File: src/rtl/uartbone_pkg.sv
// Shared constants and FSM state encoding for the UART-to-Wishbone debug master.
// Latency: n/a (definitions only).
// Backpressure: n/a.
package uartbone_pkg;
    localparam logic [7:0] CMD_WRITE  = 8'h01;
    localparam logic [7:0] CMD_READ   = 8'h02;
    localparam int         ADDR_BYTES = 4;

    typedef enum logic [2:0] {
        ST_IDLE,
        ST_LEN,
        ST_ADDR,
        ST_WDATA,
        ST_WB_WR,
        ST_WB_RD,
        ST_TX_WORD
    } state_t;
endpackage

File: src/rtl/uartbone_phy.sv
// 8N1 UART RX/TX engines with 2-flop rx synchroniser and per-bit baud counters.
// Latency: rx byte valid at mid stop bit; tx start bit begins the edge after accept.
// Backpressure: rx byte held until rx_rdy (overwritten by next byte); tx_rdy low while shifting.
module uartbone_phy #(
    parameter int CLK_DIV = 347
) (
    input  logic       core_clk,
    input  logic       core_rstn,
    input  logic       enable,
    input  logic       rx_pin,
    output logic       tx_pin,
    output logic [7:0] rx_dat,
    output logic       rx_vld,
    input  logic       rx_rdy,
    output logic       frame_err,
    input  logic [7:0] tx_dat,
    input  logic       tx_vld,
    output logic       tx_rdy
);
    localparam logic [15:0] BIT_LAST  = 16'(CLK_DIV - 1);
    localparam logic [15:0] HALF_LAST = 16'(CLK_DIV / 2 - 1);

    logic [1:0]  rx_sync;
    logic        rx_s, rx_prev, rx_busy;
    logic [15:0] rx_cnt;
    logic [3:0]  rx_bit;
    logic [7:0]  rx_shift;
    logic        tx_busy;
    logic [15:0] tx_cnt;
    logic [3:0]  tx_bit;
    logic [8:0]  tx_shift;

    assign rx_s   = rx_sync[1];
    assign tx_rdy = ~tx_busy;

    always_ff @(posedge core_clk) begin
        if (!core_rstn || !enable) begin
            rx_sync   <= 2'b11;
            rx_prev   <= 1'b1;
            rx_busy   <= 1'b0;
            rx_cnt    <= '0;
            rx_bit    <= '0;
            rx_shift  <= '0;
            rx_dat    <= '0;
            rx_vld    <= 1'b0;
            frame_err <= 1'b0;
        end else begin
            rx_sync   <= {rx_sync[0], rx_pin};
            rx_prev   <= rx_s;
            frame_err <= 1'b0;
            if (rx_vld && rx_rdy) rx_vld <= 1'b0;
            if (!rx_busy) begin
                if (rx_prev && !rx_s) begin
                    rx_busy <= 1'b1;
                    rx_cnt  <= HALF_LAST;
                    rx_bit  <= '0;
                end
            end else if (rx_cnt != 16'd0) begin
                rx_cnt <= rx_cnt - 16'd1;
            end else begin
                rx_cnt <= BIT_LAST;
                rx_bit <= rx_bit + 4'd1;
                // bit 0 is the start-bit recheck, 1..8 data, 9 stop
                if (rx_bit == 4'd0) begin
                    if (rx_s) rx_busy <= 1'b0;
                end else if (rx_bit < 4'd9) begin
                    rx_shift <= {rx_s, rx_shift[7:1]};
                end else begin
                    rx_busy <= 1'b0;
                    if (rx_s) begin
                        rx_dat <= rx_shift;
                        rx_vld <= 1'b1;
                    end else begin
                        frame_err <= 1'b1;
                    end
                end
            end
        end
    end

    always_ff @(posedge core_clk) begin
        if (!core_rstn || !enable) begin
            tx_busy  <= 1'b0;
            tx_cnt   <= '0;
            tx_bit   <= '0;
            tx_shift <= '1;
            tx_pin   <= 1'b1;
        end else if (!tx_busy) begin
            if (tx_vld) begin
                tx_busy  <= 1'b1;
                tx_cnt   <= BIT_LAST;
                tx_bit   <= '0;
                tx_shift <= {1'b1, tx_dat};
                tx_pin   <= 1'b0;
            end
        end else if (tx_cnt != 16'd0) begin
            tx_cnt <= tx_cnt - 16'd1;
        end else begin
            tx_cnt <= BIT_LAST;
            if (tx_bit == 4'd9) begin
                tx_busy <= 1'b0;
                tx_pin  <= 1'b1;
            end else begin
                tx_pin   <= tx_shift[0];
                tx_shift <= {1'b1, tx_shift[8:1]};
                tx_bit   <= tx_bit + 4'd1;
            end
        end
    end
endmodule

File: src/rtl/uartbone_debug_master.sv
// UART-framed read/write burst commands executed as classic Wishbone master cycles.
// Latency: bus cycle issued one edge after the last byte of a word; read word tx starts one edge after ack.
// Backpressure: rx bytes held in the phy during a write cycle, discarded during read/tx; one word in flight.
module uartbone_debug_master #(
    parameter int CLK_DIV    = 347,
    parameter int DATA_WIDTH = 32,
    parameter int ADDR_WIDTH = 30,
    parameter int MAX_BURST  = 255,
    parameter int RX_TIMEOUT = 16 * CLK_DIV * 10,
    parameter int WB_TIMEOUT = 1024
) (
    input  logic                    core_clk,
    input  logic                    core_rstn,
    input  logic                    debug_enable,
    input  logic                    debug_in,
    output logic                    debug_out,
    output logic                    debug_oeb,
    output logic                    wbm_cyc_o,
    output logic                    wbm_stb_o,
    output logic                    wbm_we_o,
    output logic [DATA_WIDTH/8-1:0] wbm_sel_o,
    output logic [ADDR_WIDTH-1:0]   wbm_adr_o,
    output logic [DATA_WIDTH-1:0]   wbm_dat_o,
    input  logic [DATA_WIDTH-1:0]   wbm_dat_i,
    input  logic                    wbm_ack_i,
    input  logic                    wbm_err_i,
    output logic                    busy,
    output logic                    err_sticky
);
    import uartbone_pkg::*;

    localparam logic [3:0]  NB_L    = 4'(DATA_WIDTH / 8);
    localparam logic [3:0]  ADDR_L  = 4'(ADDR_BYTES - 1);
    localparam logic [7:0]  MAX_LEN = 8'(MAX_BURST);
    localparam logic [31:0] RX_LIM  = 32'(RX_TIMEOUT);
    localparam logic [31:0] WB_LIM  = 32'(WB_TIMEOUT - 1);

    state_t                  state;
    logic [7:0]              rx_dat, len_cnt;
    logic                    rx_vld, rx_rdy, tx_vld, tx_rdy, frame_err, is_write;
    logic [3:0]              idx;
    logic [31:0]             timer;
    logic [ADDR_WIDTH-1:0]   cur_adr;
    logic [DATA_WIDTH-1:0]   data_sh;

    assign busy   = (state != ST_IDLE);
    assign rx_rdy = (state != ST_WB_WR);
    assign tx_vld = (state == ST_TX_WORD) && (idx < NB_L);

    uartbone_phy #(.CLK_DIV(CLK_DIV)) u_phy (
        .core_clk  (core_clk),
        .core_rstn (core_rstn),
        .enable    (debug_enable),
        .rx_pin    (debug_in),
        .tx_pin    (debug_out),
        .rx_dat    (rx_dat),
        .rx_vld    (rx_vld),
        .rx_rdy    (rx_rdy),
        .frame_err (frame_err),
        .tx_dat    (data_sh[DATA_WIDTH-1 -: 8]),
        .tx_vld    (tx_vld),
        .tx_rdy    (tx_rdy)
    );

    always_ff @(posedge core_clk) begin
        if (!core_rstn) debug_oeb <= 1'b1;
        else            debug_oeb <= ~debug_enable;
    end

    always_ff @(posedge core_clk) begin
        if (!core_rstn || !debug_enable) begin
            state     <= ST_IDLE;
            wbm_cyc_o <= 1'b0;
            wbm_stb_o <= 1'b0;
            wbm_we_o  <= 1'b0;
            wbm_sel_o <= '0;
            timer     <= '0;
            idx       <= '0;
            if (!core_rstn) begin
                err_sticky <= 1'b0;
                wbm_adr_o  <= '0;
                wbm_dat_o  <= '0;
                cur_adr    <= '0;
                data_sh    <= '0;
                len_cnt    <= '0;
                is_write   <= 1'b0;
            end
        end else begin
            if (frame_err) err_sticky <= 1'b1;
            case (state)
                ST_IDLE: begin
                    timer <= '0;
                    if (rx_vld && (rx_dat == CMD_WRITE || rx_dat == CMD_READ)) begin
                        is_write <= (rx_dat == CMD_WRITE);
                        state    <= ST_LEN;
                    end
                end
                ST_LEN, ST_ADDR, ST_WDATA: begin
                    if (rx_vld) begin
                        timer <= '0;
                        idx   <= idx + 4'd1;
                        if (state == ST_LEN) begin
                            len_cnt <= (rx_dat > MAX_LEN) ? MAX_LEN : rx_dat;
                            idx     <= '0;
                            state   <= ST_ADDR;
                        end else if (state == ST_ADDR) begin
                            // upper address bits fall off the top of the shift
                            cur_adr <= {cur_adr[ADDR_WIDTH-9:0], rx_dat};
                            if (idx == ADDR_L) begin
                                idx <= '0;
                                if (len_cnt == 8'd0) state <= ST_IDLE;
                                else                 state <= is_write ? ST_WDATA : ST_WB_RD;
                            end
                        end else begin
                            data_sh <= {data_sh[DATA_WIDTH-9:0], rx_dat};
                            if (idx == NB_L - 4'd1) begin
                                idx   <= '0;
                                state <= ST_WB_WR;
                            end
                        end
                    end else if (timer == RX_LIM) begin
                        err_sticky <= 1'b1;
                        state      <= ST_IDLE;
                    end else begin
                        timer <= timer + 32'd1;
                    end
                end
                ST_WB_WR, ST_WB_RD: begin
                    if (!wbm_cyc_o) begin
                        wbm_cyc_o <= 1'b1;
                        wbm_stb_o <= 1'b1;
                        wbm_we_o  <= (state == ST_WB_WR);
                        wbm_sel_o <= '1;
                        wbm_adr_o <= cur_adr;
                        if (state == ST_WB_WR) wbm_dat_o <= data_sh;
                        timer <= '0;
                    end else if (wbm_ack_i || wbm_err_i || timer == WB_LIM) begin
                        // ack has priority over a simultaneous timeout
                        wbm_cyc_o <= 1'b0;
                        wbm_stb_o <= 1'b0;
                        wbm_we_o  <= 1'b0;
                        wbm_sel_o <= '0;
                        cur_adr   <= cur_adr + ADDR_WIDTH'(1);
                        len_cnt   <= len_cnt - 8'd1;
                        idx       <= '0;
                        timer     <= '0;
                        if (!wbm_ack_i) err_sticky <= 1'b1;
                        if (state == ST_WB_RD) begin
                            data_sh <= wbm_ack_i ? wbm_dat_i : '1;
                            state   <= ST_TX_WORD;
                        end else begin
                            state <= (len_cnt == 8'd1) ? ST_IDLE : ST_WDATA;
                        end
                    end else begin
                        timer <= timer + 32'd1;
                    end
                end
                ST_TX_WORD: begin
                    if (tx_vld && tx_rdy) begin
                        data_sh <= data_sh << 8;
                        idx     <= idx + 4'd1;
                    end else if (idx == NB_L && tx_rdy) begin
                        state <= (len_cnt == 8'd0) ? ST_IDLE : ST_WB_RD;
                    end
                end
                default: state <= ST_IDLE;
            endcase
        end
    end
endmodule

File: config.mk
export PLATFORM = sky130hd
export DESIGN_NAME = uartbone_debug_master
export DESIGN_NICKNAME = d
export VERILOG_FILES = /design/src/rtl/uartbone_pkg.sv /design/src/rtl/uartbone_phy.sv /design/src/rtl/uartbone_debug_master.sv
export SDC_FILE = /design/constraint.sdc
export NUM_CORES = 1
export LEC_CHECK = 0
export BUFFER_PORTS_ARGS = -buffer_cell sky130_fd_sc_hd__buf_2
export CORE_UTILIZATION = 45
export CTS_CLUSTER_DIAMETER = 40
export DETAILED_ROUTE_END_ITERATION = 10
export PLACE_DENSITY = 0.7
export SETUP_SLACK_MARGIN = 0.2
export SYNTH_ARGS = -nofsm -noshare
export SYNTH_HDL_FRONTEND = slang
export SYNTH_HIERARCHICAL = 1
export SYNTH_SLANG_ARGS = --single-unit
export TNS_END_PERCENT = 100
File: constraint.sdc
create_clock -name core_clk -period 8.7 [get_ports core_clk]
set_input_delay 1.74 -clock core_clk [delete_from_list [all_inputs] [get_ports core_clk]]
set_output_delay 1.74 -clock core_clk [all_outputs]
set_load 0.1 [all_outputs]
After elaboration in Yosys (flattened, before gate mapping)
Cells that the tools add are included.
{"block": "totals", "ff_bits": 254, "input_bits": 38, "out_inout_bits": 73, "wordCells": 251}
{"block": "op_classes", "add_sub_neg": 8, "magnitude_cmp": 3, "n_eq_ne": 40, "n_mux": 118, "n_bitwise": 6, "n_reduce_logical": 47}
{"op": "32-bit two-way mux", "count": 18}
{"op": "30-bit two-way mux", "count": 10}
{"op": "32-bit one-hot mux with 3 select lines", "count": 2}
{"op": "16-bit two-way mux", "count": 6}
{"op": "30-bit one-hot mux with 2 select lines", "count": 1}
{"op": "4-bit two-way mux", "count": 14}
{"op": "8-bit two-way mux", "count": 7}
{"op": "3-bit two-way mux", "count": 15}
{"op": "1-bit two-way mux", "count": 36}
{"op": "9-bit two-way mux", "count": 4}
{"op": "32-bit by 1-bit adder with 32-bit output (second input constant)", "count": 1}
{"op": "32-bit by 10-bit == test with 1-bit output (second input constant)", "count": 1}
{"op": "32-bit by 16-bit == test with 1-bit output (second input constant)", "count": 1}
{"op": "16-bit nonzero test", "count": 2}
{"op": "16-bit by 1-bit subtractor with 16-bit output (second input constant)", "count": 2}
{"op": "30-bit by 1-bit adder with 30-bit output (second input constant)", "count": 1}
{"op": "3-bit != test (second input constant)", "count": 8}
{"op": "8-bit by 1-bit == test with 1-bit output (second input constant)", "count": 2}
{"op": "2-bit != test (second input constant)", "count": 8}
{"op": "8-bit one-hot mux with 2 select lines", "count": 1}
{"op": "7-bit AND reduction", "count": 2}
{"op": "4-bit by 1-bit adder with 4-bit output (second input constant)", "count": 3}
{"op": "3-bit one-hot mux with 4 select lines", "count": 1}
{"op": "4-bit one-hot mux with 3 select lines", "count": 1}
{"op": "36 further kinds", "count": 75}

Depth between registers and ports, before layout
Gate-level depths: netlist (run 1).
{"block": "depth", "ltp_word": 8, "ltp_mapped": 8, "depth_no_buf": 8}

Modules after synthesis
The synthesis (run 1) kept the hierarchy.
{"mod": "uartbone_debug_master", "instances": 1, "cells_each": 832, "area_each_um2": 8685.8, "seq_area_each_um2": 4884.7}
{"mod": "uartbone_phy", "instances": 1, "cells_each": 398, "area_each_um2": 3384.5, "seq_area_each_um2": 1441.4}

Worst setup path before layout (run 1)
OpenSTA, ideal clock, no wires.
{"block": "synth_timing", "path_type": "input-to-reg", "startpoint": "in wbm_err_i", "endpoint": "reg data_sh[0] (enable)", "setup_ps": 466, "arrival_ps": 4734, "setup_slack_ps": 3501, "path_stages": 4, "cell_sequence": "a311oi_2 a21o_2 or3b_1 o21ai_0"}
{"block": "synth_between", "elab_chain_cells": 4}
{"item": "from (decl)", "line_no": "uartbone_debug_master.sv:26", "text": "input logic wbm_err_i,"}
{"item": "1-bit logical OR (2 in a row)", "line_no": "uartbone_debug_master.sv:137", "text": "end else if (wbm_ack_i || wbm_err_i || timer == WB_LIM) begin"}
{"item": "3-bit != test (no source line)"}
{"item": "9-bit AND reduction (no source line)"}
{"item": "to (signal assigned)", "line_no": "uartbone_debug_master.sv:115", "text": "data_sh <= {data_sh[DATA_WIDTH-9:0], rx_dat};"}
{"item": "to (signal assigned)", "line_no": "uartbone_debug_master.sv:149", "text": "data_sh <= wbm_ack_i ? wbm_dat_i : '1;"}
{"item": "to (signal assigned)", "line_no": "uartbone_debug_master.sv:160", "text": "data_sh <= data_sh << 8;"}
{"item": "to (decl)", "line_no": "uartbone_debug_master.sv:44", "text": "logic [DATA_WIDTH-1:0] data_sh;"}
No other way between the ends.
A chain may end at the register's enable or synchronous reset.

Worst setup path after layout (run 1)
{"block": "layout_timing", "startpoint": "in debug_enable", "endpoint": "reg data_sh[6] (data pin)"}
{"block": "layout_between", "elab_chain_cells": 3}
{"item": "from (decl)", "line_no": "uartbone_debug_master.sv:14", "text": "input logic debug_enable,"}
{"item": "1-bit logical NOT", "line_no": "uartbone_debug_master.sv:71", "text": "if (!core_rstn || !debug_enable) begin"}
{"item": "1-bit logical OR", "line_no": "uartbone_debug_master.sv:71"}
{"item": "32-bit two-way mux", "line_no": "uartbone_debug_master.sv:71"}
No other way between the ends.

==> results.rst, run 1 <==
.. list-table::
   :header-rows: 1

   * - Metric
     - Value
   * - Run status
     - finished, violations left
   * - Failing checks
     - design-rule violations
   * - Total of buffers placed on input and output ports
     - 110
   * - Count of unique library cells instantiated by Yosys
     - 73
   * - Number of buffers between clock root and the deepest sink
     - 3
   * - Total iterations of the first detailed-routing run
     - 8
   * - Proportion of layout cells with a drive suffix above 1
     - 16.6%
   * - Required @ worst endpoint
     - 9040 ps
   * - # hold bufs at CTS
     - 0
   * - Portion of total power attributed to combinational logic
     - 7.3%
   * - Pin slew with the least headroom to its limit
     - 1150 ps
   * - Synth Net Count
     - 1282
   * - Synth Cell Area
     - 12100 sq um
   * - Routed wirelength normalized by instance count
     - 16.6 microns
   * - Remaining antenna violation count after routing
     - 0
   * - Count of final hold-check violations
     - 0
   * - Clock Latency Late Sink
     - 510 ps
   * - Die Y-Extent
     - 166 microns
   * - H-tree depth
     - 2
   * - Count of pins on the block boundary
     - 111
   * - First-pass GRT wire length
     - 45.6 mm
   * - Least setup slack across all paths after layout
     - 4560 ps
   * - Grt ovf
     - 0
   * - RSZ-0062 raised after global routing
     - no
   * - Mapped Avg Cell Area
     - 9.81 sq um
   * - Worst IR Drop VDD
     - 0.117 mV
   * - Power per Cell Area
     - 221 nW/um^2
   * - Slack of the worst reg-to-reg path
     - 5350 ps
   * - Worst slack at placement
     - 4060 ps
   * - Count of mapped cells out of synthesis
     - 1230
   * - Total length of routed wires
     - 27.8 mm
   * - Final nets
     - 1365
   * - DRC
     - 18
   * - Nature of the critical path startpoint
     - input port
   * - Width of the die
     - 166 microns
   * - Buf+Inv Stages, Crit Path
     - 2
   * - Number of standard cells in the final layout excluding fillers
     - 1676
   * - Largest net degree at the start of global routing
     - 100
   * - Clock buffer count from CTS
     - 36
   * - Hold crit path type
     - flop to flop
   * - Slowest cell delay on critical path
     - 970 ps
   * - Number of synthesized register bits
     - 249
   * - Crit end category
     - flop
   * - Leakage dissipation
     - 5.26 nW
   * - Fraction of power spent switching nets
     - 24.5%
   * - Number of synthesized flops with an enable pin
     - 134
   * - Type of the setup path with the least slack
     - input port to flop
   * - Cell with the largest stage delay on the worst path
     - and2_0
   * - Fraction of registers with async set/reset
     - 0%
   * - Post-DP HPWL
     - 18.4 mm
   * - Setup-violating endpoint count in the final report
     - 0
   * - Worst path arrival time
     - 4480 ps
   * - Maximum fanout count along the critical path
     - 68
   * - Placeable core region
     - 26200 sq um
   * - Top post-synthesis cells by area
     - edfxtp_1 (33%), dfxtp_1 (19%), nor2_1 (3.9%), and3_1 (3.6%), o21ai_0 (2.9%)
   * - Max Cap Viol
     - 0
   * - Number of vias in the routed layout
     - 9561
   * - Part of the total power dissipated in the clock network
     - 51.1%
   * - Biggest area consumer among synthesized cells
     - edfxtp_1
   * - Main flop type after synthesis
     - edfxtp_1
   * - Int Pwr
     - 2.35 mW
   * - Most used standard cells in the synthesized netlist
     - edfxtp_1 (134), nor2_1 (124), dfxtp_1 (115)
   * - Site Rows
     - 59
   * - Antenna violations before repair
     - 1
   * - Power after layout
     - 3.11 mW
   * - Buffer cell driving the clock tree root
     - clkbuf_16
   * - Starting density of the core
     - 46.1%
   * - Number of gates resized after cts
     - 0
   * - Fin. max-slew vios
     - 0
   * - Total track usage
     - 20.0%
   * - Net switching power
     - 0.763 mW
   * - TritonCTS clock tree
     - yes
   * - Multi-input logic area
     - 5320 sq um
   * - Total negative slack for setup checks
     - 0 ps
   * - Yosys Warn Count
     - 6
   * - Most common cell in the netlist
     - edfxtp_1
   * - Placer congestion estimate
     - 0.824
   * - Headroom to the max-slew limit
     - 22.4%
   * - Sequential cell area
     - 6330 sq um
   * - Clock-pin slew reported for the worst setup and hold paths after clock tree synthesis
     - 60 ps
   * - Fin crit share
     - 47.6%
   * - Number of DRC violations after detailed-routing iteration 0
     - 830
   * - Clock Skews
     - 35.2 ps
   * - Syn-to-layout area delta
     - 17.0%
   * - Number of buffers added for setup after CTS
     - 0
   * - Ratio of routed vias to standard cells
     - 5.70
   * - Placed Instances
     - 1610
   * - Filler Cells Inserted
     - 2299
   * - Share of Yosys cell area claimed by the top area cell type
     - 33.3%
   * - Timing-limited maximum frequency
     - 0.242 GHz
   * - Period minus WS final
     - 4140 ps
   * - Critical path's top delay family
     - simple AND/OR/NAND/NOR gates
   * - List of cells traversed by the critical path
     - buf_2 -> and2_0 -> inv_2 -> nor3_1 -> nand2_1 -> o21ai_0
   * - Total die area
     - 27500 sq um
   * - Number of global-route vias before repair
     - 8881
   * - Sequential fraction of the synthesis area
     - 52.4%
   * - Ant diodes
     - 0
   * - Part of the total power dissipated in sequential elements
     - 41.6%
   * - Clock Sink Count
     - 249
[sequential cells by signal, indices dropped and copies added (netlist names), 2 cells and up]
name,count
u_phy/tx_shift,8
idx,4
timer,32
u_phy/tx_cnt,16
u_phy/rx_shift,8
wbm_dat_o,32
len_cnt,8
u_phy/rx_bit,4
u_phy/rx_sync,2
wbm_adr_o,30
data_sh,32
u_phy/rx_dat,8
cur_adr,30
u_phy/tx_bit,4
u_phy/rx_cnt,16
state,3
[worst paths after layout]
path / start / endpoint / cells past startpoint
min: u_phy/rx_sync[0]$_SDFF_PP1_ / u_phy/rx_sync[1]$_SDFF_PP1_ / 1
max: debug_enable / data_sh[6]$_SDFFCE_PN0P_ / 6
max reg2reg: timer[11]$_SDFFE_PN0P_ / len_cnt[0]$_SDFFCE_PN0P_ / 6
min reg2reg: u_phy/rx_sync[0]$_SDFF_PP1_ / u_phy/rx_sync[1]$_SDFF_PP1_ / 1
[metal layers]
layer	up-vias	track usage [%]	share of wire (%)
met5	-	0	0.047
met4	2	6.70	2.4
met3	49	3.65	6.3
met2	287	31.9	46
met1	4526	27.6	46
li1	4697	-	-
[logic make-up after synthesis]
logic type	count (synthesis)	synth area share, %
buf+inv	99	3.68
fa+ha+maj	14	1.45
mux	20	1.67
simple gates	573	25.4
flops	249	52.4
xor+xnor	61	4.43
compound gates	214	10.9
[placed cells by master (no fill, tap or decap), types with 9 or more instances in the layout]
cell type,n
a211oi_1,10
dfxtp_1,115
buf_4,9
a31oi_1,17
xnor2_1,32
a311oi_1,11
nor2b_1,11
mux2i_1,19
nor4_1,23
clkbuf_16,38
nor3_1,63
nand2_1,93
nand4_1,20
nand2b_1,16
a21oi_1,68
or3_1,21
ha_1,14
inv_1,24
xor2_1,29
nand3_1,54
and3_1,69
nor2_1,124
buf_2,110
nor3b_1,26
edfxtp_1,134
o21ai_0,67
[worst register-to-register path, stage by stage (launching register included)]
cell      delay, ps
dfxtp_1         370
or4_4           570
nor4_4          210
a311oi_2        220
a21o_2          290
or3b_1          410
o21ai_0         910
[metrics by stage]
step	utilization (%)	instance area (sq um)	hold slack, ps
after floorplan	-	12100	386
after global placement	48.8	12800	394
after detailed placement	48.8	12800	399
after CTS	53.9	14100	407
after global routing	53.9	14100	437
final	53.9	14100	406
[final cells by class]
cell class,count,share of cell area [%]
Sequential cell,249,44.8
Multi-Input combinational cell,882,37.7
Clock buffer,41,6.96
Timing Repair Buffer,119,4.38
Tap cell,335,2.97
Clock inverter,25,2.54
Inverter,25,0.665
[power by group through the flow]
stage | registers (mW) | clock network [mW] | logic, mW
floorplan | 1.43 | 0 | 0.0675
global placement | 1.32 | 0 | 0.226
detailed placement | 1.32 | 0 | 0.228
CTS | 1.30 | 1.62 | 0.229
global route | 1.30 | 1.66 | 0.240
finish | 1.30 | 1.59 | 0.229
(Power assumes the default switching activity.)
==> run 2, diff against run 1 <==
- ABC_AREA: default -> 1
- PLACE_DENSITY: 0.7 -> 0.72
- clock period: 8.7 -> 3.7 ns (I/O delays scaled with it)
==> run 2 against run 1 <==
- the flow now finishes without violations
- combinational power grew 130%
- register-to-register slack worse by 4200 ps
- clock skew down 11 ps
- clock-buffer cell count decreased by 2
- sequential cell count is the same
- largest cell class unchanged
- highest routed layer is now met4
==> results.rst, run 2 <==
.. list-table::
   :header-rows: 1

   * - Metric
     - Value
   * - Run status
     - completed (was finished, violations left)
   * - Largest net degree at the start of global routing
     - 77 (was 100)
   * - Worst Hold Depth
     - 1 (unchanged)
   * - Total length of routed wires
     - 31.5 mm (was 27.8 mm)
   * - First-pass GRT wire length
     - 52.5 mm (was 45.6 mm)
   * - Worst min-delay path endpoint
     - u_phy/rx_sync[1]$_SDFF_PP1_ (unchanged)
   * - Critical path's top delay family
     - buffers and inverters (was simple AND/OR/NAND/NOR gates)
   * - Tightest hold margin
     - 410 ps (was 406 ps)
   * - Most prevalent standard cell on the critical path
     - inv_1
   * - Worst reg2reg path depth
     - 10 (was 6)
   * - Sequential fraction of the synthesis area
     - 48.0% (was 52.4%)
   * - Crit end category
     - output pin (was flop)
   * - Nature of the critical path startpoint
     - flop (was input port)
   * - Part of the total power dissipated in the clock network
     - 47.1% (was 51.1%)
   * - Filler Cells Inserted
     - 2650 (was 2299)
   * - Placed Instances
     - 2175 (was 1610)
   * - Main flop type after synthesis
     - edfxtp_1 (unchanged)
   * - Remaining antenna violation count after routing
     - 0 (unchanged)
   * - Grt ovf
     - 0 (unchanged)
   * - Number of gates resized after cts
     - 0 (unchanged)
   * - Power per Cell Area
     - 443 nW/um^2 (was 221 nW/um^2)
   * - Number of DRC violations after detailed-routing iteration 0
     - 1208 (was 830)
   * - Count of pins on the block boundary
     - 111 (unchanged)
   * - Number of standard cells in the final layout excluding fillers
     - 2237 (was 1676)
   * - Leakage dissipation
     - 6.50 nW (was 5.26 nW)
   * - Largest registers
     - data_sh x32, timer x32, wbm_dat_o x32 (unchanged)
   * - Worst IR Drop VDD
     - 0.256 mV (was 0.117 mV)
   * - Fin. max-slew vios
     - 0 (unchanged)
   * - Buffer cell driving the clock tree root
     - clkbuf_16 (unchanged)
   * - Int Pwr
     - 4.94 mW (was 2.35 mW)
   * - Required @ worst endpoint
     - 2960 ps (was 9040 ps)
   * - Mapped Avg Cell Area
     - 7.65 sq um (was 9.81 sq um)
   * - Antenna violations before repair
     - 0 (was 1)
   * - Endpoint of the most critical register-to-register path
     - cur_adr[22]$_SDFFCE_PN0P_ (was len_cnt[0]$_SDFFCE_PN0P_)
   * - Max Cap Viol
     - 0 (unchanged)
   * - Ant diodes
     - 0 (unchanged)
   * - DRC
     - 0 (was 18)
   * - Maximum fanout count along the critical path
     - 8 (was 68)
   * - Site Rows
     - 62 (was 59)
   * - Fraction of power spent switching nets
     - 26.7% (was 24.5%)
   * - Clock Latency Late Sink
     - 520 ps (was 510 ps)
   * - Clock buffer count from CTS
     - 34 (was 36)
   * - Most common cell in the netlist
     - nand2_1 (was edfxtp_1)
   * - Number of vias in the routed layout
     - 11600 (was 9561)
   * - Routed wirelength normalized by instance count
     - 14.1 microns (was 16.6 microns)
   * - Placer congestion estimate
     - 0.932 (was 0.824)
   * - Levels on crit path
     - 5 (was 6)
   * - Fraction of registers with async set/reset
     - 0% (unchanged)
   * - Total of buffers placed on input and output ports
     - 110 (unchanged)
   * - Fin crit share
     - 69.1%
   * - Final nets
     - 1879 (was 1365)
   * - TritonCTS clock tree
     - yes (unchanged)
   * - Total iterations of the first detailed-routing run
     - 5 (was 8)
   * - Portion of total power attributed to combinational logic
     - 8.0% (was 7.3%)
   * - Hold crit path type
     - flop to flop (unchanged)
   * - Clock-pin slew reported for the worst setup and hold paths after clock tree synthesis
     - 60 ps (about the same)
   * - Placeable core region
     - 28800 sq um (was 26200 sq um)
   * - Synth Net Count
     - 1775 (was 1282)
   * - Number of global-route vias before repair
     - 10700 (was 8881)
   * - Type of the setup path with the least slack
     - flop to output pin (was input port to flop)
   * - Slowest cell delay on critical path
     - 560 ps (was 970 ps)
   * - Instance area after placement
     - 14100 sq um (was 12800 sq um)
   * - Count of unique library cells instantiated by Yosys
     - 45 (was 73)
   * - Width of the die
     - 173 microns (was 166 microns)
   * - Most used standard cells in the synthesized netlist
     - nand2_1 (356), nor2_1 (286), inv_1 (239) (was edfxtp_1 (134), nor2_1 (124), dfxtp_1 (115))
   * - Number of buffers between clock root and the deepest sink
     - 3 (unchanged)
   * - Commonest cells after routing, fill and taps aside
     - nand2_1 (355), nor2_1 (286), inv_1 (239), edfxtp_1 (134), nand3_1 (122) (was edfxtp_1 (134), nor2_1 (124), dfxtp_1 (115), buf_2 (110), nand2_1 (93))
   * - Headroom to the max-slew limit
     - 38.4% (was 22.4%)
   * - Number of synthesized register bits
     - 249 (unchanged)
   * - Hold_sp
     - u_phy/rx_sync[0]$_SDFF_PP1_ (unchanged)
   * - Total track usage
     - 21.0% (was 20.0%)
   * - Slack of the worst reg-to-reg path
     - 1190 ps (was 5350 ps)
   * - Syn-to-layout area delta
     - 15.2% (was 17.0%)
   * - Least setup slack across all paths after layout
     - 1140 ps (was 4560 ps)
   * - Clock Skews
     - 24.2 ps (was 35.2 ps)
   * - Period minus WS final
     - 2560 ps
   * - Total die area
     - 30000 sq um (was 27500 sq um)
   * - # hold bufs at CTS
     - 0 (unchanged)
   * - Count of mapped cells out of synthesis
     - 1723 (was 1230)
   * - Most common cell after layout, fill and taps aside
     - nand2_1 (was edfxtp_1)
   * - Timing-limited maximum frequency
     - 0.391 GHz
   * - Post-DP HPWL
     - 22.0 mm (was 18.4 mm)
   * - Yosys Warn Count
     - 6 (unchanged)
   * - Biggest area consumer among synthesized cells
     - edfxtp_1 (unchanged)
   * - Synth Cell Area
     - 13200 sq um (was 12100 sq um)
   * - Setup-violating endpoint count in the final report
     - 0 (unchanged)
   * - Net switching power
     - 1.80 mW (was 0.763 mW)
   * - Number of buffers added for setup after CTS
     - 0 (unchanged)
   * - Starting density of the core
     - 45.8% (was 46.1%)
   * - Worst path arrival time
     - 1820 ps (was 4480 ps)
   * - Cell with the largest stage delay on the worst path
     - dfxtp_1 (was and2_0)
   * - Clock Sink Count
     - 249 (unchanged)
   * - Number of synthesized flops with an enable pin
     - 134 (unchanged)
   * - Startpoint of the worst register-to-register path
     - timer[0]$_SDFFE_PN0P_ (was timer[11]$_SDFFE_PN0P_)
   * - List of cells traversed by the critical path
     - nor2_4 -> inv_1 -> nor2_1 -> inv_1 -> buf_2 (was buf_2 -> and2_0 -> inv_2 -> nor3_1 -> nand2_1 -> o21ai_0)
   * - H-tree depth
     - 2 (unchanged)
   * - Pin slew with the least headroom to its limit
     - 923 ps (was 1150 ps)
   * - Count of final hold-check violations
     - 0 (unchanged)
   * - Share of Yosys cell area claimed by the top area cell type
     - 30.5% (was 33.3%)
   * - Part of the total power dissipated in sequential elements
     - 45.0% (was 41.6%)
   * - Proportion of layout cells with a drive suffix above 1
     - 13.0% (was 16.6%)
   * - Die Y-Extent
     - 173 microns (was 166 microns)
   * - Worst slack at placement
     - 1240 ps (was 4060 ps)
   * - Buf+Inv Stages, Crit Path
     - 3 (was 2)
   * - RSZ-0062 raised after global routing
     - no (unchanged)
   * - Top post-synthesis cells by area
     - edfxtp_1 (31%), dfxtp_1 (17%), nand2_1 (10%), nor2_1 (8.1%), inv_1 (6.8%) (was edfxtp_1 (33%), dfxtp_1 (19%), nor2_1 (3.9%), and3_1 (3.6%), o21ai_0 (2.9%))
   * - Final design area excluding fillers
     - 15200 sq um (was 14100 sq um)
   * - Total negative slack for setup checks
     - 0 ps (unchanged)
   * - Ratio of routed vias to standard cells
     - 5.18 (was 5.70)
-- run 2: worst reg2reg max path, stage by stage (launching register included) --
cell	delay [ps]
dfxtp_1	370
ha_1	230
nand2_1	90
nor2_1	210
nand2_1	130
nor2_1	130
nand2_1	110
nand3_1	180
o21ai_0	160
o21ai_2	140
buf_4	380
-- run 2: how the worst max path moves through the flow --
stage | from | end
final | state[1]$_SDFFE_PN0P_ | busy
after global routing | timer[0]$_SDFFE_PN0P_ | cur_adr[28]$_SDFFCE_PN0P_
after CTS | state[1]$_SDFFE_PN0P_ | busy
after detailed placement | state[2]$_SDFFE_PN0P_ | data_sh[25]$_SDFFCE_PN0P_
after global placement | state[2]$_SDFFE_PN0P_ | data_sh[29]$_SDFFCE_PN0P_
after floorplan | wbm_cyc_o$_SDFFE_PN0N_ | cur_adr[0]$_SDFFCE_PN0P_
-- run 2: power by group through the flow --
stage,combinational [mW],sequential [mW],clock [mW]
finish,0.536,3.03,3.17
global route,0.567,3.03,3.33
CTS,0.537,3.03,3.22
detailed placement,0.536,3.09,0
global placement,0.531,3.08,0
floorplan,0.154,3.34,0
-- run 2: cell families (layout without fill, tap and decap cells) --
| family | count (synthesis) | count (layout) | share of synthesized area (%) |
|---|---|---|---|
| AO/OA/AOI/OAI | 213 | 213 | 9.04 |
| buffers and inverters | 309 | 439 | 9.22 |
| AND/OR/NAND/NOR | 907 | 907 | 30.4 |
| adder cells (fa/ha/maj) | 14 | 14 | 1.33 |
| flip-flops | 249 | 249 | 48.0 |
| XOR/XNOR | 31 | 31 | 2.06 |
-- run 2: routing by layer --
layer,track usage (%),vias up,part of all wire (%)
li1,-,5843,-
met1,28.4,5327,45
met2,34.2,366,47
met3,3.36,56,6.3
met4,7.23,0,2.5
met5,0,-,0
-- run 2: stage by stage --
step | utilization, % | total power [mW]
global placement | 49.0 | 3.62
detailed placement | 49.0 | 3.62
CTS | 52.8 | 6.79
floorplan | - | 3.49
finish | 52.8 | 6.73
global route | 52.8 | 6.93
-- run 2: cell type report --
| class | count | area, sq um | share of cell area [%] |
|---|---|---|---|
| Clock buffer | 39 | 891 | 5.86 |
| Timing Repair Buffer | 125 | 663 | 4.36 |
| Sequential cell | 249 | 6330 | 41.6 |
| Multi-Input combinational cell | 1165 | 5670 | 37.3 |
| Clock inverter | 23 | 214 | 1.41 |
| Tap cell | 384 | 480 | 3.16 |
| Inverter | 252 | 951 | 6.26 |
==> run 3, diff against run 2 <==
- PLACE_DENSITY: 0.72 -> 0.7
- clock period: 3.7 -> 2.6 ns (I/O delays scaled with it)
==> run 3 against run 2 <==
- non-clock buffer count grew 7
- clock-buffer cell count shrank 6
- critical path depth did not move
- register-to-register slack worse by 820 ps
- worst setup slack worse by 810 ps
- sequential power is 42% higher
- power up 40%
- die area unchanged
- clock skew is 7.7 ps lower
- utilization grew 0.28 points
- hold slack worse by 260 ps
- largest cell class unchanged
==> results.rst, run 3 (synthesis results as in run 2) <==
.. list-table::
   :header-rows: 1

   * - Metric
     - Value
   * - Post-DP HPWL
     - 22.3 mm (was 22.0 mm)
   * - Ant diodes
     - 0 (unchanged)
   * - Number of buffers between clock root and the deepest sink
     - 3 (unchanged)
   * - Largest registers
     - data_sh x32, timer x32, wbm_dat_o x32 (unchanged)
   * - Clock-pin slew reported for the worst setup and hold paths after clock tree synthesis
     - 60 ps (about the same)
   * - Die Y-Extent
     - 173 microns (unchanged)
   * - Hold crit path type
     - input port to flop (was flop to flop)
   * - Int Pwr
     - 6.92 mW (was 4.94 mW)
   * - Headroom to the max-slew limit
     - 64.1% (was 38.4%)
   * - Clock buffer count from CTS
     - 31 (was 34)
   * - Clock Latency Late Sink
     - 570 ps (was 520 ps)
   * - Clock Skews
     - 16.5 ps (was 24.2 ps)
   * - Commonest cells after routing, fill and taps aside
     - nand2_1 (355), nor2_1 (284), inv_1 (238), edfxtp_1 (134), nand3_1 (122) (was nand2_1 (355), nor2_1 (286), inv_1 (239), edfxtp_1 (134), nand3_1 (122))
   * - Proportion of layout cells with a drive suffix above 1
     - 13.3% (was 13.0%)
   * - RSZ-0062 raised after global routing
     - yes (was no)
   * - Worst path arrival time
     - 1740 ps (was 1820 ps)
   * - Filler Cells Inserted
     - 2639 (was 2650)
   * - Grt ovf
     - 0 (unchanged)
   * - Hold_sp
     - debug_in (was u_phy/rx_sync[0]$_SDFF_PP1_)
   * - Ratio of routed vias to standard cells
     - 5.17 (was 5.18)
   * - Total of buffers placed on input and output ports
     - 110 (unchanged)
   * - Number of vias in the routed layout
     - 11600 (about the same)
   * - Setup-violating endpoint count in the final report
     - 0 (unchanged)
   * - Largest net degree at the start of global routing
     - 73 (was 77)
   * - Portion of total power attributed to combinational logic
     - 8.3% (was 8.0%)
   * - First-pass GRT wire length
     - 52.3 mm (was 52.5 mm)
   * - Count of final hold-check violations
     - 0 (unchanged)
   * - Instance area after placement
     - 14200 sq um (was 14100 sq um)
   * - Remaining antenna violation count after routing
     - 0 (unchanged)
   * - Fin. max-slew vios
     - 0 (unchanged)
   * - Pin slew with the least headroom to its limit
     - 542 ps (was 923 ps)
   * - Number of buffers added for setup after CTS
     - 0 (unchanged)
   * - DRC
     - 0 (unchanged)
   * - Power per Cell Area
     - 615 nW/um^2 (was 443 nW/um^2)
   * - Buffer cell driving the clock tree root
     - clkbuf_16 (unchanged)
   * - H-tree depth
     - 1 (was 2)
   * - Slack of the worst reg-to-reg path
     - 370 ps (was 1190 ps)
   * - Fraction of power spent switching nets
     - 26.4% (was 26.7%)
   * - Worst min-delay path endpoint
     - u_phy/rx_sync[0]$_SDFF_PP1_ (was u_phy/rx_sync[1]$_SDFF_PP1_)
   * - Max Cap Viol
     - 0 (unchanged)
   * - Fin crit share
     - 87.0%
   * - Placer congestion estimate
     - 0.890 (was 0.932)
   * - Placeable core region
     - 28800 sq um (unchanged)
   * - Total die area
     - 30000 sq um (unchanged)
   * - Crit end category
     - output pin (unchanged)
   * - Number of global-route vias before repair
     - 10700 (about the same)
   * - Type of the setup path with the least slack
     - flop to output pin (unchanged)
   * - Worst Hold Depth
     - 2 (was 1)
   * - Startpoint of the worst register-to-register path
     - timer[0]$_SDFFE_PN0P_ (unchanged)
   * - Worst IR Drop VDD
     - 0.527 mV (was 0.256 mV)
   * - Starting density of the core
     - 45.8% (unchanged)
   * - Power after layout
     - 9.40 mW (was 6.73 mW)
   * - TritonCTS clock tree
     - yes (unchanged)
   * - Final nets
     - 1883 (was 1879)
   * - Period minus WS final
     - 2260 ps
   * - Width of the die
     - 173 microns (unchanged)
   * - Number of DRC violations after detailed-routing iteration 0
     - 979 (was 1208)
   * - Timing-limited maximum frequency
     - 0.442 GHz
   * - Part of the total power dissipated in sequential elements
     - 45.8% (was 45.0%)
   * - Run status
     - completed (unchanged)
   * - Maximum fanout count along the critical path
     - 4 (was 8)
   * - Antenna violations before repair
     - 0 (unchanged)
   * - Most common cell after layout, fill and taps aside
     - nand2_1 (unchanged)
   * - Net switching power
     - 2.48 mW (was 1.80 mW)
   * - Endpoint of the most critical register-to-register path
     - timer[2]$_SDFFE_PN0P_ (was cur_adr[22]$_SDFFCE_PN0P_)
   * - Leakage dissipation
     - 6.52 nW (was 6.50 nW)
   * - Worst reg2reg path depth
     - 12 (was 10)
   * - Total length of routed wires
     - 31.8 mm (was 31.5 mm)
   * - Total track usage
     - 21.0% (about the same)
   * - Syn-to-layout area delta
     - 15.9% (was 15.2%)
   * - Final design area excluding fillers
     - 15300 sq um (was 15200 sq um)
   * - Total negative slack for setup checks
     - 0 ps (unchanged)
   * - Clock Sink Count
     - 249 (unchanged)
   * - Part of the total power dissipated in the clock network
     - 45.9% (was 47.1%)
   * - Nature of the critical path startpoint
     - flop (unchanged)
   * - Required @ worst endpoint
     - 2080 ps (was 2960 ps)
   * - Total iterations of the first detailed-routing run
     - 6 (was 5)
   * - Count of pins on the block boundary
     - 111 (unchanged)
   * - Routed wirelength normalized by instance count
     - 14.2 microns (was 14.1 microns)
   * - Site Rows
     - 62 (unchanged)
run 3: cell types whose count changed in the layout (fill, tap and decap cells not counted), sizes merged:
| cell | previous run | this run |
|---|---|---|
| buf | 125 | 132 |
| bufinv | 1 | 3 |
| clkbuf | 39 | 33 |
| clkinv | 7 | 10 |
| clkinvlp | 4 | 5 |
| inv | 263 | 257 |
run 3: worst max-delay path by stage:
stage                              from                   endpoint  slack, ps  cells past startpoint
2_1_floorplan     timer[0]$_SDFFE_PN0P_   cur_adr[0]$_SDFFCE_PN0P_        280                      9
3_3_place_gp      timer[0]$_SDFFE_PN0P_  cur_adr[20]$_SDFFCE_PN0P_        350                     10
3_5_place_dp      timer[0]$_SDFFE_PN0P_  cur_adr[24]$_SDFFCE_PN0P_        290                     10
4_1_cts           state[1]$_SDFFE_PN0P_                       busy        260                      5
5_1_grt        cur_adr[0]$_SDFFCE_PN0P_  cur_adr[22]$_SDFFCE_PN0P_        190                     10
6_report          state[0]$_SDFFE_PN0P_                       busy        340                      5
run 3: final cells by class:
class | count | area (sq um) | area share [%]
Inverter | 252 | 955 | 6.25
Timing Repair Buffer | 132 | 781 | 5.11
Tap cell | 384 | 480 | 3.14
Clock inverter | 23 | 258 | 1.69
Multi-Input combinational cell | 1165 | 5690 | 37.3
Clock buffer | 33 | 783 | 5.13
Sequential cell | 249 | 6330 | 41.4
run 3: through the flow:
stage | instances | hold slack [ps] | util, % | worst slack, ps
2_1_floorplan | 1723 | 393 | - | 277
3_3_place_gp | 2182 | 407 | 49.4 | 348
3_5_place_dp | 2182 | 417 | 49.4 | 286
4_1_cts | 2238 | 144 | 53.0 | 260
5_1_grt | 2238 | 149 | 53.1 | 193
6_report | 2238 | 155 | 53.1 | 337
run 3: repair_timing:
item                       CTS  global route
hold buffers                 0             0
resized for setup            1             5
setup endpoints to repair    1            87
run 3: critical path: stages (launching register included):
cell and delay, ps:
dfxtp_1 360, nor2_4 170, inv_1 50, nor2_1 190
inv_1 150, buf_4 260
run 3: power groups by stage:
stage                     combinational, mW  clock (mW)  sequential [mW]
after detailed placement              0.779           0             4.39
after floorplan                       0.222           0             4.75
after CTS                             0.782        4.39             4.31
after global routing                  0.825        4.55             4.32
after global placement                0.774           0             4.39
final                                 0.779        4.31             4.31
run 3: layer usage:
layer | routed length, microns | up-vias | track usage [%]
met3 | 1930 | 65 | 3.23
met5 | 0 | - | 0
met2 | 14600 | 366 | 34.9
met1 | 14400 | 5303 | 28.0
met4 | 840 | 0 | 6.71
li1 | - | 5829 | -
